`src/rtl/uart_frame_parser_if.sv`:
```
// Byte-level signals between the parser, the upstream receive FIFO and the
// downstream payload consumer. The parser uses the master view.
interface uart_frame_parser_if;
    logic       empty;
    logic [7:0] r_data;
    logic       rd;
    logic       out_valid;
    logic       out_ready;
    logic [7:0] out_data;
    logic       out_last;

    modport master (
        input  empty, r_data, out_ready,
        output rd, out_valid, out_data, out_last
    );

    modport slave (
        output empty, r_data, out_ready,
        input  rd, out_valid, out_data, out_last
    );
endinterface

```
`src/rtl/uart_frame_parser.sv`:
```
// Parses SOF/LEN/payload/CHK frames popped from the receive FIFO, validates
// length and checksum, and releases good payloads as a valid/ready byte stream.
module uart_frame_parser #(
    parameter logic [7:0]  SOF     = 8'hA5,
    parameter int unsigned MAX_LEN = 16,
    parameter int unsigned TIMEOUT = 50000
) (
    input  logic                clk,
    input  logic                reset,
    uart_frame_parser_if.master bus,
    output logic                frame_ok,
    output logic                err,
    output logic [1:0]          err_code,
    output logic [7:0]          err_count
);
    typedef enum logic [2:0] {HUNT, LEN, PAYLOAD, CHK, SEND} state_e;

    localparam int unsigned IW        = (MAX_LEN > 1) ? $clog2(MAX_LEN) : 1;
    localparam logic [7:0]  MAX_LEN_B = 8'(MAX_LEN);

    state_e      state_q, state_d;
    logic [7:0]  len_q, len_d;
    logic [7:0]  sum_q, sum_d;
    logic [7:0]  idx_q, idx_d;
    logic [31:0] idle_q, idle_d;
    logic        out_valid_q, out_valid_d;
    logic [7:0]  out_data_q, out_data_d;
    logic        out_last_q, out_last_d;
    logic        frame_ok_q, frame_ok_d;
    logic        err_q, err_d;
    logic [1:0]  err_code_q, err_code_d;
    logic [7:0]  err_count_q, err_count_d;
    logic [7:0]  pbuf_q [2**IW];

    logic        pop;
    logic        buf_we;
    logic [7:0]  nidx;
    logic [7:0]  chk_sum;

    // Popping stops entirely in SEND so the FIFO absorbs any backlog.
    assign pop = !reset && !bus.empty && (state_q != SEND);

    always_comb begin
        state_d     = state_q;
        len_d       = len_q;
        sum_d       = sum_q;
        idx_d       = idx_q;
        idle_d      = idle_q;
        out_valid_d = out_valid_q;
        out_data_d  = out_data_q;
        out_last_d  = out_last_q;
        frame_ok_d  = 1'b0;
        err_d       = 1'b0;
        err_code_d  = 2'd0;
        err_count_d = err_count_q;
        buf_we      = 1'b0;
        nidx        = idx_q + 8'd1;
        chk_sum     = sum_q + bus.r_data;

        case (state_q)
            HUNT: begin
                idle_d = '0;
                if (pop && bus.r_data == SOF) state_d = LEN;
            end
            LEN: begin
                if (pop) begin
                    len_d  = bus.r_data;
                    sum_d  = bus.r_data;
                    idle_d = '0;
                    if (bus.r_data == 8'd0 || bus.r_data > MAX_LEN_B) begin
                        err_d      = 1'b1;
                        err_code_d = 2'd1;
                        state_d    = HUNT;
                    end else begin
                        idx_d   = '0;
                        state_d = PAYLOAD;
                    end
                end
            end
            PAYLOAD: begin
                if (pop) begin
                    buf_we = 1'b1;
                    sum_d  = sum_q + bus.r_data;
                    idx_d  = nidx;
                    idle_d = '0;
                    if (nidx == len_q) state_d = CHK;
                end
            end
            CHK: begin
                if (pop) begin
                    idle_d = '0;
                    if (chk_sum == 8'd0) begin
                        frame_ok_d  = 1'b1;
                        idx_d       = '0;
                        out_valid_d = 1'b1;
                        out_data_d  = pbuf_q[0];
                        out_last_d  = (len_q == 8'd1);
                        state_d     = SEND;
                    end else begin
                        err_d      = 1'b1;
                        err_code_d = 2'd2;
                        state_d    = HUNT;
                    end
                end
            end
            SEND: begin
                idle_d = '0;
                // The next byte is staged on the transfer edge so out_data is already registered.
                if (out_valid_q && bus.out_ready) begin
                    if (out_last_q) begin
                        out_valid_d = 1'b0;
                        out_last_d  = 1'b0;
                        state_d     = HUNT;
                    end else begin
                        idx_d      = nidx;
                        out_data_d = pbuf_q[nidx[IW-1:0]];
                        out_last_d = (nidx == len_q - 8'd1);
                    end
                end
            end
            default: state_d = HUNT;
        endcase

        if (TIMEOUT > 0 && !pop && (state_q == LEN || state_q == PAYLOAD || state_q == CHK)) begin
            if (idle_q + 32'd1 == TIMEOUT) begin
                err_d      = 1'b1;
                err_code_d = 2'd3;
                idle_d     = '0;
                state_d    = HUNT;
            end else begin
                idle_d = idle_q + 32'd1;
            end
        end

        if (err_d && err_count_q != 8'hFF) err_count_d = err_count_q + 8'd1;
    end

    always_ff @(posedge clk or posedge reset) begin
        if (reset) begin
            state_q     <= HUNT;
            len_q       <= '0;
            sum_q       <= '0;
            idx_q       <= '0;
            idle_q      <= '0;
            out_valid_q <= 1'b0;
            out_data_q  <= '0;
            out_last_q  <= 1'b0;
            frame_ok_q  <= 1'b0;
            err_q       <= 1'b0;
            err_code_q  <= '0;
            err_count_q <= '0;
        end else begin
            state_q     <= state_d;
            len_q       <= len_d;
            sum_q       <= sum_d;
            idx_q       <= idx_d;
            idle_q      <= idle_d;
            out_valid_q <= out_valid_d;
            out_data_q  <= out_data_d;
            out_last_q  <= out_last_d;
            frame_ok_q  <= frame_ok_d;
            err_q       <= err_d;
            err_code_q  <= err_code_d;
            err_count_q <= err_count_d;
        end
    end

    always_ff @(posedge clk) begin
        if (buf_we) pbuf_q[idx_q[IW-1:0]] <= bus.r_data;
    end

    assign bus.rd        = pop;
    assign bus.out_valid = out_valid_q;
    assign bus.out_data  = out_data_q;
    assign bus.out_last  = out_last_q;
    assign frame_ok      = frame_ok_q;
    assign err           = err_q;
    assign err_code      = err_code_q;
    assign err_count     = err_count_q;
endmodule

```
`src/flat_wrapper.sv`:
```
// flat-port wrapper written by rule: the top's interface ports become plain ports
module uart_frame_parser_flat 
#(
    parameter logic [7:0]  SOF     = 8'hA5,
    parameter int unsigned MAX_LEN = 16,
    parameter int unsigned TIMEOUT = 50000
)
  (clk, reset, frame_ok, err, err_code, err_count, bus_empty, bus_r_data, bus_out_ready, bus_rd, bus_out_valid, bus_out_data, bus_out_last);
  uart_frame_parser_if bus_i ();
  input  logic clk;
  input  logic reset;
  output logic frame_ok;
  output logic err;
  output logic [1:0] err_code;
  output logic [7:0] err_count;
  input wire logic [$bits(bus_i.empty)-1:0] bus_empty;
  input wire logic [$bits(bus_i.r_data)-1:0] bus_r_data;
  input wire logic [$bits(bus_i.out_ready)-1:0] bus_out_ready;
  output wire logic [$bits(bus_i.rd)-1:0] bus_rd;
  output wire logic [$bits(bus_i.out_valid)-1:0] bus_out_valid;
  output wire logic [$bits(bus_i.out_data)-1:0] bus_out_data;
  output wire logic [$bits(bus_i.out_last)-1:0] bus_out_last;
  assign bus_i.empty = bus_empty;
  assign bus_i.r_data = bus_r_data;
  assign bus_i.out_ready = bus_out_ready;
  assign bus_rd = bus_i.rd;
  assign bus_out_valid = bus_i.out_valid;
  assign bus_out_data = bus_i.out_data;
  assign bus_out_last = bus_i.out_last;
  uart_frame_parser #(.SOF(SOF), .MAX_LEN(MAX_LEN), .TIMEOUT(TIMEOUT)) u_core (.clk(clk), .reset(reset), .bus(bus_i), .frame_ok(frame_ok), .err(err), .err_code(err_code), .err_count(err_count));
endmodule
```
`config.mk`:
```
export PLATFORM = sky130hd
export DESIGN_NAME = uart_frame_parser_flat
export DESIGN_NICKNAME = d
export VERILOG_FILES = /design/src/rtl/uart_frame_parser_if.sv /design/src/rtl/uart_frame_parser.sv /design/src/flat_wrapper.sv
export SDC_FILE = /design/constraint.sdc
export NUM_CORES = 1
export LEC_CHECK = 0
export CORE_AREA = 3 3 130 132
export CTS_CLUSTER_SIZE = 16
export DETAILED_ROUTE_END_ITERATION = 10
export DIE_AREA = 0 0 133 135
export PLACE_DENSITY_LB_ADDON = 0.05
export SLEW_MARGIN = 20
export SYNTH_ARGS = -nofsm -noshare
export SYNTH_HDL_FRONTEND = slang
export SYNTH_SLANG_ARGS = --single-unit
```
`constraint.sdc`:
```
create_clock -name clk -period 5.66 [get_ports clk]
set_clock_uncertainty 0.05 [all_clocks]
set_input_delay 0.849 -clock clk [delete_from_list [all_inputs] [get_ports clk]]
set_output_delay 0.849 -clock clk [all_outputs]
set_load 0.05 [all_outputs]
```
==> impl_results.md <==
* Fillers at 991
* CP Cell Sequence: clkdlybuf4s50_1 -> inv_1 -> fa_1 -> nand2b_1 -> a21o_1 -> a311oi_1 -> nor4bb_1 -> nand4b_1 -> o21a_1 -> a21oi_2 -> nor2_1 -> mux2_2
* Syn_nets at 848
* Core area at approximately 16000 µm²
* Final instance area at about 12000 µm²
* Clock Latency Late Sink at just over 0.5 ns
* Synth Cell Area at approximately 10000 µm²
* Max_slew headroom at 0.377
* Clock transition at path regs at 0.06 ns
* Status: finished clean
* Vias per inst at 6.54
* HP Class: reg -> reg
* Buffers on Ports at 34
* R2R setup slack at around 1.5 ns
* Nets at 889
* Fin crit period at 4.40 ns
* CTS Root Cell: clkbuf_16
* Crit Path Category: in -> reg
* Post-synthesis sequential area ratio at 0.570
* Final Non-Filler Cells at 1093
* Dpl cell area at 10900 µm²
* Worst setup EP type: flip-flop
* Crit path launch type: input pin
* DP HPWL at 16200 µm
* Inst Count DP at between 1000 and 1500
* Post-Synthesis Cells at 820
* Fin worst setup slack at 1.26 ns
* Drt pass-1 iters at 5
* Hold buffers post-CTS at 0
* Placer congestion estimate at between 0.9 and 1
* Inserted Clock Buffers at 22
* Multi-input gate area at 4190 µm²
* RSZ-0062 raised after global routing: no
* Grt ovf at 0
* Accumulated negative setup slack at 0 ns
* P_sw at 698 µW
* Sink Count at around 210
* N_diodes at 0
* Worst Path Required at between 6 and 7 ns
* TritonCTS clock tree: built
* Routed wire length at between 20000 and 25000 µm
* Initial antenna violation count at 1
* Worst Reg2Reg Path Length in Cells at 9
* Starting Density at 0.651
* PnR Total Power at between 3 and 4 mW
* Yosys cell types at 70
* Async S/R FF share, synth at 0.388
* P_leak at 4.26 nW
* Cts repair resizes at 0
* Post-synth top area share at 0.373
* Flops & latches, synth at 209
* Max-cap viol count at 0
* Die Ht at approximately 140 µm
* Max VDD drop at between 0.2 and 0.25 mV
* Post-CTS setup repair buffer count at 0
* Worst path arrival time at 4.75 ns
* Layout cells sized above 1 at 0.169
* Syn Area/Cell at between 10 and 15 µm²
* Net Sw Frac at 0.212
* Post-synth EDFFs at 128
* First-pass GRT wire length at 39400 µm
* Final hold viol count at 0
* Synthesis Warnings at 0
* Pin count of the biggest net entering global routing at approximately 50
* Post-Place Setup Slack at 0.825 ns
* Combinational share of power at 0.042
* Starting DRT DRC Count at 721
* Max Buffers Root-to-Sink at 3
* Vias in the first global route at 7077
* All-Layer GR Usage at 0.279
* Layout Area Growth over Synthesis at 13.6%
* # setup viols final at 0
* PwrDens at around 280 nW/µm²
* Row count at 46
* Area leader, netlist: edfxtp_1
* DR vias at 7146
* Critical Path Fanout Max at 10
* Top FF cell, synth: edfxtp_1
* CTS H-tree lvls at 1
* Slew @ Worst Pin at 0.934 ns
* Clock share of power at 0.461
* Crit path largest cell delay at around 0.73 ns
* FF+latch area at around 5900 µm²
* Max Freq at 227 MHz
* Io pins at 35
* # DRC at 0
* Routed len/inst at 22.6 µm
* Power share of the sequential group at 0.497
* ANT nets after route at 0
* CP max stage cell: clkdlybuf4s50_1
* Final Cycle Share at 0.778
* Slew Viols, Final at 0
* Top post-synthesis cells by area: edfxtp_1 (37%), dfrtp_1 (20%), mux4_2 (8.7%)
* Die Area at between 15000 and 20000 µm²
* Die Span X at 133 µm
* WHS Path Cells at 1
* Pint at 2.60 mW
## cells in the mapped netlist, types with 18 or more instances
library cell / count
o21ai_0: 44
mux4_2: 40
nor3_1: 32
a31oi_1: 18
a21oi_1: 36
nand2_1: 64
nor2_1: 61
inv_1: 25
xor2_1: 21
xnor2_1: 22
mux2_2: 26
dfrtp_1: 81
edfxtp_1: 128
nand3_1: 20
clkbuf_1: 32
## per-stage QoR
step / hold WS (ns) / utilization
3_3_place_gp: 0.429 / 0.690
2_1_floorplan: 0.404 / -
4_1_cts: 0.456 / 0.739
3_5_place_dp: 0.440 / 0.691
5_1_grt: 0.480 / 0.740
6_report: 0.456 / 0.740
## worst paths after layout
kind	start	endpoint
max	bus_r_data[1]	u_core.err_count[1]$_DFFE_PP0P_
min	u_core.err_count[5]$_DFFE_PP0P_	u_core.err_count[5]$_DFFE_PP0P_
max reg2reg	u_core.idle_q[10]$_DFFE_PP0P_	u_core.idle_q[20]$_DFFE_PP0P_
min reg2reg	u_core.err_count[5]$_DFFE_PP0P_	u_core.err_count[5]$_DFFE_PP0P_
max in group asynchronous	reset	u_core.idx_q[0]$_DFFE_PP0P_
min in group asynchronous	reset	u_core.err_code[1]$_DFF_PP0_
## logic make-up (layout without fill, tap and decap cells)
group / count (synthesis) / count (layout) / synth area share
fa+ha+maj: 16 / 16 / 0.0202
compound gates: 150 / 150 / 0.0908
simple gates: 266 / 266 / 0.137
flops: 209 / 209 / 0.570
xor+xnor: 43 / 43 / 0.0366
buf+inv: 65 / 122 / 0.0250
mux: 71 / 71 / 0.121
## power by group through the flow
| stage | sequential [mW] | combinational [mW] | clock (mW) |
|---|---|---|---|
| CTS | 1.64 | 0.137 | 1.54 |
| detailed placement | 1.67 | 0.136 | 0 |
| global route | 1.64 | 0.150 | 1.60 |
| finish | 1.64 | 0.139 | 1.52 |
| global placement | 1.67 | 0.129 | 0 |
| floorplan | 1.68 | 0.0720 | 0 |
## critical path, delay by kind of cell
family,cells,cell delay (ns)
AO/OA/AOI/OAI,4,1.15
adder cells (fa/ha/maj),1,0.50
buffers and inverters,2,0.88
multiplexers,1,0.29
AND/OR/NAND/NOR,4,1.05
## layer usage
metal,up-vias,track usage,share of wire
met5,-,0,0.00053
met4,2,0.0774,0.022
met3,53,0.0414,0.072
met2,335,0.462,0.49
met1,3559,0.394,0.42
li1,3197,-,-
## registers in the layout, summed over array words and instances, names as in the netlist
register	count
u_core.bus.out_data	8
u_core.bus.out_last	1
u_core.bus.out_valid	1
u_core.err	1
u_core.err_code	2
u_core.err_count	8
u_core.frame_ok	1
u_core.idle_q	32
u_core.idx_q	8
u_core.len_q	8
u_core.pbuf_q	128
u_core.state_q	3
u_core.sum_q	8
## final cells by class
cell class              instances  area share
multi-input cells             546       0.358
flip-flops and latches        209       0.501
clock buffers                  31      0.0542
repair buffers                 57      0.0438
well taps                     216      0.0231
clock inverters                 9      0.0114
inverters                      25     0.00812
## placed cells by master, fill, tap and decap left out, types with 3 or more instances in the layout
cell and instances:
xnor2_1 22, o21ai_0 44, nor3b_1 6, nor2_1 60
buf_4 23, o31ai_1 12, a211oi_1 3, nand4_1 11
nor4_4 3, bufinv_16 3, or3_1 13, ha_1 14
nor4_1 8, nor3_1 31, nand3_1 20, nor2b_1 7
clkbuf_16 22, and2_1 3, edfxtp_1 128, clkdlybuf4s50_1 34
mux4_2 40, nand3b_1 4, a22o_1 3, nand2_1 64
a2111oi_0 3, clkbuf_1 4, nand3_2 3, or2_2 3
and3_1 9, clkbuf_8 5, xor2_1 21, a31oi_1 18
a311oi_1 5, dfrtp_1 80, a21oi_1 36, nand2b_1 5
mux2_2 26, inv_1 24, mux2i_1 5, clkinv_2 5
Power figures use the tool's default switching activity.
